## config.mk

```make
export PLATFORM = sky130hd
export DESIGN_NAME = branch_trap_sequencer
export DESIGN_NICKNAME = d
export VERILOG_FILES = /design/src/rtl/bts_pkg.sv /design/src/rtl/branch_trap_sequencer_cond_eval.sv /design/src/rtl/branch_trap_sequencer.sv
export SDC_FILE = /design/constraint.sdc
export NUM_CORES = 1
export LEC_CHECK = 0
export BUFFER_PORTS_ARGS = -buffer_cell sky130_fd_sc_hd__buf_2
export CAP_MARGIN = 15
export CORE_MARGIN = 2
export CORE_UTILIZATION = 45
export DETAILED_ROUTE_END_ITERATION = 10
export PLACE_DENSITY = 0.7
export SLEW_MARGIN = 20
export SYNTH_ARGS = -nofsm -noshare
export SYNTH_HDL_FRONTEND = slang
export SYNTH_SLANG_ARGS = --single-unit
```

## constraint.sdc

```tcl
create_clock -name clk -period 4.19 [get_ports clk]
set_clock_uncertainty 0.15 [all_clocks]
set_input_delay 0.419 -clock clk [delete_from_list [all_inputs] [get_ports clk]]
set_output_delay 0.419 -clock clk [all_outputs]
set_load 0.05 [all_outputs]
```

## src/rtl/bts_pkg.sv

```systemverilog
// ---------------------------------------------------------------------------
// bts_pkg
// Shared definitions for the branch/trap sequencer and its condition
// evaluator: the 4-bit SPARC icc condition encodings, the IR op field
// values that select a branch or a trap, and the sequencer state enum.
// No ports (package).
// ---------------------------------------------------------------------------
package bts_pkg;

   // Condition field encodings, IR[28:25]. The upper half is the logical
   // inverse of the lower half entry with the same low three bits.
   localparam logic [3:0] COND_N   = 4'h0;
   localparam logic [3:0] COND_E   = 4'h1;
   localparam logic [3:0] COND_LE  = 4'h2;
   localparam logic [3:0] COND_L   = 4'h3;
   localparam logic [3:0] COND_LEU = 4'h4;
   localparam logic [3:0] COND_CS  = 4'h5;
   localparam logic [3:0] COND_NEG = 4'h6;
   localparam logic [3:0] COND_VS  = 4'h7;
   localparam logic [3:0] COND_A   = 4'h8;
   localparam logic [3:0] COND_NE  = 4'h9;
   localparam logic [3:0] COND_G   = 4'hA;
   localparam logic [3:0] COND_GE  = 4'hB;
   localparam logic [3:0] COND_GU  = 4'hC;
   localparam logic [3:0] COND_CC  = 4'hD;
   localparam logic [3:0] COND_POS = 4'hE;
   localparam logic [3:0] COND_VC  = 4'hF;

   // IR[31:30] op values handled here; 01 and 11 are reported as bad_op.
   localparam logic [1:0] OP_BR   = 2'b00;
   localparam logic [1:0] OP_TRAP = 2'b10;

   typedef enum logic [1:0] {
      IDLE    = 2'd0,
      WAIT_CC = 2'd1,
      RESOLVE = 2'd2,
      TRAP    = 2'd3
   } bts_state_e;

endpackage

```

## src/rtl/branch_trap_sequencer_cond_eval.sv

```systemverilog
// ---------------------------------------------------------------------------
// cond_eval
// Purely combinational evaluation of a SPARC Bicc/Ticc condition against
// the integer condition codes. Kept separate so decode can reuse it.
// Ports:
//   cond       in  4  condition field IR[28:25]
//   C,N,V,Z    in  1  integer condition codes
//   cond_true  out 1  condition holds for the given flags
// ---------------------------------------------------------------------------
module cond_eval
   import bts_pkg::*;
(
   input  logic [3:0] cond,
   input  logic       C,
   input  logic       N,
   input  logic       V,
   input  logic       Z,
   output logic       cond_true
);

   // Full decode of all sixteen conditions; the upper eight are the
   // complements of the lower eight (a/n, ne/e, g/le, ...).
   always_comb begin
      cond_true = 1'b0;
      case (cond)
         COND_N:   cond_true = 1'b0;
         COND_E:   cond_true = Z;
         COND_LE:  cond_true = Z | (N ^ V);
         COND_L:   cond_true = N ^ V;
         COND_LEU: cond_true = C | Z;
         COND_CS:  cond_true = C;
         COND_NEG: cond_true = N;
         COND_VS:  cond_true = V;
         COND_A:   cond_true = 1'b1;
         COND_NE:  cond_true = ~Z;
         COND_G:   cond_true = ~(Z | (N ^ V));
         COND_GE:  cond_true = ~(N ^ V);
         COND_GU:  cond_true = ~(C | Z);
         COND_CC:  cond_true = ~C;
         COND_POS: cond_true = ~N;
         COND_VC:  cond_true = ~V;
         default:  cond_true = 1'b0;
      endcase
   end

endmodule

```

## src/rtl/branch_trap_sequencer.sv

```systemverilog
// ---------------------------------------------------------------------------
// branch_trap_sequencer
// Accepts one decoded Bicc/Ticc at a time, waits for the icc flags to stop
// changing, evaluates the condition, and then either reports a branch
// result (taken / delay-slot annul) or raises a trap request that is held
// until the trap unit acknowledges it.
//
// Optional feature: define BTS_STATS_EN to add saturating statistics
// counters br_taken_cnt and trap_cnt (STAT_W bits each).
//
// Ports:
//   clk, reset      clock, synchronous active-high reset
//   issue_valid/ready  issue handshake; ready only while IDLE
//   ir31_25[6:0]    op[6:5], annul bit [4], cond[3:0]
//   trap_num[6:0]   software trap number
//   cc_busy         icc still pending from an in-flight instruction
//   C,N,V,Z         integer condition codes
//   flush           abandon the current instruction
//   res_valid       1-cycle branch result strobe
//   br_taken        branch redirect, qualified by res_valid
//   annul_slot      delay-slot squash, qualified by res_valid
//   trap_req/ack    trap handshake, req held until ack
//   trap_tt[7:0]    trap type TT_BASE + trap_num, stable while trap_req
//   bad_op          1-cycle strobe for an op that is neither branch nor trap
//   br_taken_cnt, trap_cnt  (BTS_STATS_EN only) event counters
// ---------------------------------------------------------------------------
module branch_trap_sequencer
   import bts_pkg::*;
#(
   parameter logic [7:0] TT_BASE = 8'h80,
   parameter int         STAT_W  = 16
)
(
   input  logic              clk,
   input  logic              reset,
   input  logic              issue_valid,
   output logic              issue_ready,
   input  logic [6:0]        ir31_25,
   input  logic [6:0]        trap_num,
   input  logic              cc_busy,
   input  logic              C,
   input  logic              N,
   input  logic              V,
   input  logic              Z,
   input  logic              flush,
   output logic              res_valid,
   output logic              br_taken,
   output logic              annul_slot,
   output logic              trap_req,
   input  logic              trap_ack,
   output logic [7:0]        trap_tt,
   output logic              bad_op
`ifdef BTS_STATS_EN
   ,
   output logic [STAT_W-1:0] br_taken_cnt,
   output logic [STAT_W-1:0] trap_cnt
`endif
);

   bts_state_e state_q, state_d;
   logic [6:0] ir_q, ir_d;
   logic [6:0] tnum_q, tnum_d;
   logic [3:0] flags_q, flags_d;
   logic       issue_ready_q, issue_ready_d;
   logic       res_valid_q, res_valid_d;
   logic       br_taken_q, br_taken_d;
   logic       annul_q, annul_d;
   logic       trap_req_q, trap_req_d;
   logic [7:0] trap_tt_q, trap_tt_d;
   logic       bad_op_q, bad_op_d;
   logic       cond_true;

   // The condition is always evaluated on the latched IR and flags, so the
   // live C/N/V/Z inputs may move freely once they have been captured.
   cond_eval u_cond_eval (
      .cond      (ir_q[3:0]),
      .C         (flags_q[3]),
      .N         (flags_q[2]),
      .V         (flags_q[1]),
      .Z         (flags_q[0]),
      .cond_true (cond_true)
   );

   // Next-state and next-output logic. Every output is registered, so the
   // result strobes appear on the edge that leaves RESOLVE. Flush is
   // applied last so it overrides an ack, a new issue, or a pending result.
   always_comb begin
      state_d     = state_q;
      ir_d        = ir_q;
      tnum_d      = tnum_q;
      flags_d     = flags_q;
      res_valid_d = 1'b0;
      br_taken_d  = 1'b0;
      annul_d     = 1'b0;
      bad_op_d    = 1'b0;
      trap_req_d  = trap_req_q;
      trap_tt_d   = trap_tt_q;

      case (state_q)
         IDLE: begin
            if (issue_valid) begin
               ir_d   = ir31_25;
               tnum_d = trap_num;
               if (!cc_busy) begin
                  flags_d = {C, N, V, Z};
                  state_d = RESOLVE;
               end else begin
                  state_d = WAIT_CC;
               end
            end
         end
         WAIT_CC: begin
            if (!cc_busy) begin
               flags_d = {C, N, V, Z};
               state_d = RESOLVE;
            end
         end
         RESOLVE: begin
            state_d = IDLE;
            case (ir_q[6:5])
               OP_BR: begin
                  res_valid_d = 1'b1;
                  br_taken_d  = cond_true;
                  // BA,a annuls its slot even though it is taken.
                  annul_d     = ir_q[4] & (~cond_true | (ir_q[3:0] == COND_A));
               end
               OP_TRAP: begin
                  if (cond_true) begin
                     trap_req_d = 1'b1;
                     trap_tt_d  = TT_BASE + {1'b0, tnum_q};
                     state_d    = TRAP;
                  end
               end
               default: bad_op_d = 1'b1;
            endcase
         end
         TRAP: begin
            if (trap_ack) begin
               trap_req_d = 1'b0;
               state_d    = IDLE;
            end
         end
         default: state_d = IDLE;
      endcase

      if (flush) begin
         state_d     = IDLE;
         res_valid_d = 1'b0;
         br_taken_d  = 1'b0;
         annul_d     = 1'b0;
         trap_req_d  = 1'b0;
         bad_op_d    = 1'b0;
      end

      // Ready is registered from the next state, so there is no path from
      // issue_valid to issue_ready within a cycle.
      issue_ready_d = (state_d == IDLE);
   end

   // State and output registers with synchronous reset.
   always_ff @(posedge clk) begin
      if (reset) begin
         state_q       <= IDLE;
         ir_q          <= '0;
         tnum_q        <= '0;
         flags_q       <= '0;
         issue_ready_q <= 1'b1;
         res_valid_q   <= 1'b0;
         br_taken_q    <= 1'b0;
         annul_q       <= 1'b0;
         trap_req_q    <= 1'b0;
         trap_tt_q     <= 8'h00;
         bad_op_q      <= 1'b0;
      end else begin
         state_q       <= state_d;
         ir_q          <= ir_d;
         tnum_q        <= tnum_d;
         flags_q       <= flags_d;
         issue_ready_q <= issue_ready_d;
         res_valid_q   <= res_valid_d;
         br_taken_q    <= br_taken_d;
         annul_q       <= annul_d;
         trap_req_q    <= trap_req_d;
         trap_tt_q     <= trap_tt_d;
         bad_op_q      <= bad_op_d;
      end
   end

   assign issue_ready = issue_ready_q;
   assign res_valid   = res_valid_q;
   assign br_taken    = br_taken_q;
   assign annul_slot  = annul_q;
   assign trap_req    = trap_req_q;
   assign trap_tt     = trap_tt_q;
   assign bad_op      = bad_op_q;

`ifdef BTS_STATS_EN
   logic [STAT_W-1:0] br_taken_cnt_q, br_taken_cnt_d;
   logic [STAT_W-1:0] trap_cnt_q, trap_cnt_d;

   // Saturating event counters; they are only cleared by reset, never by
   // flush, so they survive pipeline recoveries.
   always_comb begin
      br_taken_cnt_d = br_taken_cnt_q;
      trap_cnt_d     = trap_cnt_q;
      if (res_valid_q && br_taken_q && (br_taken_cnt_q != '1)) begin
         br_taken_cnt_d = br_taken_cnt_q + 1'b1;
      end
      if (trap_req_q && trap_ack && (trap_cnt_q != '1)) begin
         trap_cnt_d = trap_cnt_q + 1'b1;
      end
   end

   // Counter registers.
   always_ff @(posedge clk) begin
      if (reset) begin
         br_taken_cnt_q <= '0;
         trap_cnt_q     <= '0;
      end else begin
         br_taken_cnt_q <= br_taken_cnt_d;
         trap_cnt_q     <= trap_cnt_d;
      end
   end

   assign br_taken_cnt = br_taken_cnt_q;
   assign trap_cnt     = trap_cnt_q;
`else
   // STAT_W only sizes the optional counters; tie it off here.
   logic unused_stat_w;
   assign unused_stat_w = ^STAT_W;
`endif

endmodule

```

Yosys cells after proc, flatten, opt, wreduce, memory -nomap -nowiden --
Index checks and enable logic that the tools add are counted.
Cells by class: $add $sub $neg 1, multipliers 0, divide/modulo/power cells 0, magnitude comparators 0, eq/ne operators 23, shift operators 0, mux-type cells 18, bitwise logic cells 15, reductions and logical operators 14
Operator list (number):
- 4-bit == test (second input constant) | 8
- 4-bit by 3-bit == test with 1-bit output (second input constant) | 4
- 1-bit case mux with 16 select lines | 1
- 2-bit 2-to-1 mux | 7
- 1-bit NOT | 10
- 8-bit by 7-bit adder with 8-bit output (first input constant) | 1
- 4-bit by 2-bit == test with 1-bit output (second input constant) | 2
- 4-bit 2-to-1 mux | 2
- 2-bit != test (second input constant) | 4
- 2-bit case mux with 4 select lines | 1
- 4-bit case mux with 2 select lines | 1
- 2-bit == test (second input constant) | 3
- 2-bit logical NOT | 3
- 1-bit 2-to-1 mux | 5
- 4-bit by 1-bit == test with 1-bit output (second input constant) | 1
- 4-bit logical NOT | 1
- 2-bit AND reduction | 2
- 4-bit AND reduction | 1
- 2-bit nonzero test | 2
- 2-bit OR reduction | 2
- 4-bit OR reduction | 1
- 1-bit OR | 3
- 3-bit AND reduction | 1
- 3-bit OR reduction | 1
- 4 further kinds | 4
Word-level totals: bits in registers 34, latch bits 0, RAM bits 0, ROM bits 0, bits of input ports 24, output and inout bits 14, logic and storage cells 82, memories 0

Logic depth before layout (Yosys ltp) --
depth in word-level cells 9, gate-level depth with buffers 7, gate-level depth less buffers 5

By module --
Synthesis repeated with hierarchy kept, for this count alone.
Second synthesis, totals: cells, all modules 160, area total of the unflattened synthesis 1425.1 sq um
By module, submodules not included:
- branch_trap_sequencer | times used 1, cells each 149, area each 1342.5 sq um, sequential area each 680.7 sq um
- cond_eval | times used 1, cells each 11, area each 82.6 sq um, sequential area each 0.0 sq um

Least setup slack after synthesis --
OpenSTA, ideal clock, no wires.
path kind reg-to-reg, start register ir_q[1], end register trap_tt_q[0] (netlist: trap_tt[0]), library setup time 0.072 ns, arrival 1.643 ns, data required time 3.968 ns, setup slack 2.326 ns, cell stages (with the launch flop) 8, path buffers 2, clock period less this slack 1.864 ns, cells stage by stage dfxtp_1 > buf_6 > mux2i_1 > o2111a_1 > or3_4 > a21oi_2 > buf_6 > mux2i_1
Between the ends: longest elaborated chain between the ends 3, elaborated cells on any way between the ends 18, classes of those cells eq/ne (15); mux (1); reduce/logical (2)
Ends and longest elaborated chain:
- from (decl) | line branch_trap_sequencer.sv:61 | logic [6:0] ir_q, ir_d;
- from (signal assigned) | line branch_trap_sequencer.sv:176 | ir_q <= ir_d;
- 4-bit == test (tied with other cells) | line branch_trap_sequencer_cond_eval.sv:25 | case (cond)
- 1-bit case mux with 16 select lines * | line branch_trap_sequencer_cond_eval.sv:25
- 3-bit AND reduction (no source line) *
- to (signal assigned) | line branch_trap_sequencer.sv:184 | trap_tt_q <= trap_tt_d;
- to (decl) | line branch_trap_sequencer.sv:69 | logic [7:0] trap_tt_q, trap_tt_d;
Mark *: on every way between the ends. The rest lies on a longest branch, timed or not. A chain may end at the register's enable or synchronous reset.

Worst setup path after layout --
start register ir_q[1], end register issue_ready_q (netlist: issue_ready)
Between the ends: longest elaborated chain between the ends 7, elaborated cells on any way between the ends 22, classes of those cells eq/ne (15); mux (5); reduce/logical (2)
Ends and longest elaborated chain:
- 4-bit == test (tied with other cells) | line branch_trap_sequencer_cond_eval.sv:25
- 1-bit case mux with 16 select lines * | line branch_trap_sequencer_cond_eval.sv:25
- 2-bit 2-to-1 mux * | line branch_trap_sequencer.sv:128 | if (cond_true) begin
- 2-bit 2-to-1 mux * | line branch_trap_sequencer.sv:120 | case (ir_q[6:5])
- 2-bit case mux with 4 select lines * | line branch_trap_sequencer.sv:99 | case (state_q)
- 2-bit 2-to-1 mux * | line branch_trap_sequencer.sv:146 | if (flush) begin
- 2-bit logical NOT * | line branch_trap_sequencer.sv:157 | issue_ready_d = (state_d == IDLE);
- to (signal assigned) | line branch_trap_sequencer.sv:179 | issue_ready_q <= issue_ready_d;
- to (decl) | line branch_trap_sequencer.sv:64 | logic issue_ready_q, issue_ready_d;
Marks and branches as above.

==> out/metrics.csv <==
stage,metric,value,unit
finish,design area,1680,um^2
routing,WL/cell,12.2,um
place,post-detailed-placement half-perimeter wirelength,2.01,mm
yosys,dominant synthesized flop cell,dfxtp_1,
global_route,initial antenna violation count,0,
yosys,ranking of synthesized cells by area,"dfxtp_1, nand2_1, mux2i_1, nand2b_1, a21oi_1",
die,Die Area,3590,um^2
pwr,PD cells,381,nW/um^2
place,GPL Wtd Cong,0.850,
finish,share of post-route cells with drive strength above 1,0.245,
yosys,Synth Warn #,0,
clock_network,H-tree depth,2,
yosys,Post-Synth Simple-Gate Area,0.219,
sta,Slew @ Worst Pin,815,ps
yosys,Synth area leader,dfxtp_1,
pwr,Pleak,0.741,nW
sta,worst rel slew slack,0.452,
global_route,Total Routing Usage GR,0.183,
yosys,"EDFF count, synth",0,
routing,Residual DRC,0,
clock_network,TritonCTS clock tree,done,
finish,Layout area overhead,18.9,%
status,status,"complete, no violations",
die,# IOs,38,
setup_path,arrival time at the worst endpoint,2370,ps
setup_path,CP Class,reg2reg,
finish,"commonest cells after routing, fill and taps aside","buf_2, dfxtp_1, nand2_1",
die,Rows,20,
global_route,pin count of the biggest net entering global routing,35,
clock_network,TritonCTS Buffers,5,
die,Placeable Area,3000,um^2
routing,DR vias,1188,
setup_path,critical path endpoint category,register,
setup_path,startpoint class of the critical path,register,
job,max cap viols,0,
global_route,first-pass GRT wire length,4.82,mm
pwr,Peak VDD IR,0.000208,V
clock_network,Clock Root Buffer,clkbuf_4,
yosys,number of synthesized register bits,34,
clock_network,hold buffers post-CTS,0,
place,DP Worst Slack,1890,ps
setup_path,CP Max Fanout,12,
sta,upper clock frequency limit,0.429,GHz
clock_network,later-pin clock latency in the skew report,340,ps
clock_network,cts repair resizes,0,
global_route,GR Overflow Total,0,
yosys,mux share of post-synthesis cell area,0.0853,
finish,Antenna Cells,0,
place,DP Area,1600,um^2
sta,fin crit share,0.556,
global_route,vias in the first global route,1096,
yosys,largest family of logic cells by synthesized area,simple AND/OR/NAND/NOR gates,
finish,"commonest non-fill, non-tap cell in the layout",buf_2,
yosys,asr flop ratio synth,0,
yosys,"Net Count, Synth",182,
routing,First DRT Iteration DRCs,48,
routing,final WL,2.79,mm
die,Die Width,60.0,um
sta,max-slew violations,0,
routing,TritonRoute pass-1 iters,4,
routing,via/cell ratio,5.19,
sta,minimum clock period,2330,ps
yosys,sequential share of the synthesized area,0.483,
clock_network,CTS sink cnt,34,
sta,hold slack,154,ps
yosys,Synth Area in Compound Gates,0.150,
clock_network,clock transition at the registers of the reported paths,110,ps
yosys,post-synthesis xor/xnor area fraction,0.0249,
setup_path,Crit path required time,4240,ps
clock_network,CTS Buffer Depth,2,
yosys,distinct cell type count after synthesis,29,
die,Die Ht,60.0,um
pwr,total power,0.000638,W
setup_path,worst reg2reg setup slack,1860,ps
min_path,Tightest Hold Check Type,in2reg,
sta,setup ws final,1860,ps
yosys,Mapped Avg Cell Area,8.92,um^2
routing,remaining antenna violation count after routing,0,
sta,post-route setup TNS,0,ps
yosys,post-synthesis adder-cell area fraction,0,
sta,final-report setup violation count,0,
sta,Final Hold Fails,0,
yosys,synthesized netlist cell count,158,
clock_network,postcts setup bufs,0,
sta,RSZ-0062 raised after global routing,no,
die,Initial Utilization,0.469,
yosys,Post-Syn Area,1410,um^2
finish,nets@finish,219,
place,IO Port Bufs,37,
yosys,post-synth top area share,0.483,
-- power by group --
part | internal, W | switching, W
sequential | 0.000334 | 0.00000967
clock | 0.000124 | 0.000112
combinational | 0.0000269 | 0.0000324
-- registers in the layout (all words and copies together), names as in the netlist --
signal       count
tnum_q           7
br_taken         1
flags_q          4
annul_slot       1
trap_tt          8
state_q          2
ir_q             7
issue_ready      1
trap_req         1
bad_op           1
res_valid        1
-- path summary, 6_finish.rpt --
path,startpoint,end,cells after the start
worst max register to register,ir_q[1]$_SDFFE_PP0P_,issue_ready$_SDFF_PP1_,5
worst min register to register,tnum_q[6]$_SDFFE_PP0P_,tnum_q[6]$_SDFFE_PP0P_,2
worst max-delay path,ir_q[1]$_SDFFE_PP0P_,issue_ready$_SDFF_PP1_,5
worst min-delay path,trap_num[0],tnum_q[0]$_SDFFE_PP0P_,3
-- cells by family after synthesis --
logic type,count (synthesis)
simple gates,66
flops,34
compound gates,32
mux,12
buf+inv,10
xor+xnor,4
-- through the flow --
step	utilization	std cells
finish	0.558	229
global route	0.558	229
CTS	0.558	229
detailed placement	0.532	221
global placement	0.532	221
floorplan	-	158
-- worst max-delay path: stages (launching register included) --
cell and delay, ps:
dfxtp_1 490, mux2i_1 140, o2111a_1 260, or3_4 370, a21oi_2 570, o21ai_0 200
-- cells in the mapped netlist (2+ instances only) --
library cell / n
nand3_1: 2
clkbuf_1: 6
xor2_1: 4
inv_1: 2
dfxtp_1: 34
nand2_1: 33
buf_6: 2
nand2b_1: 15
o311a_1: 2
a21oi_1: 15
nor3_1: 2
o21ai_0: 4
nor2_1: 9
nor2b_1: 2
mux2i_1: 12
-- per-layer routing --
metal,vias to the layer above,global-route usage,routed length (um)
met5,-,0,0
li1,611,-,-
met3,5,0.0736,162
met2,30,0.293,1250
met4,0,0.0667,48
met1,542,0.221,1330
-- final cells by class --
class	count	area, um^2
clock buffers	5	37.5
clock inverters	3	40.0
fillers	294	1330
inverters	2	7.51
multi-input cells	114	676
flip-flops and latches	34	681
well taps	33	41.3
repair buffers	38	193
No activity file was read; power rests on OpenSTA's default activity.
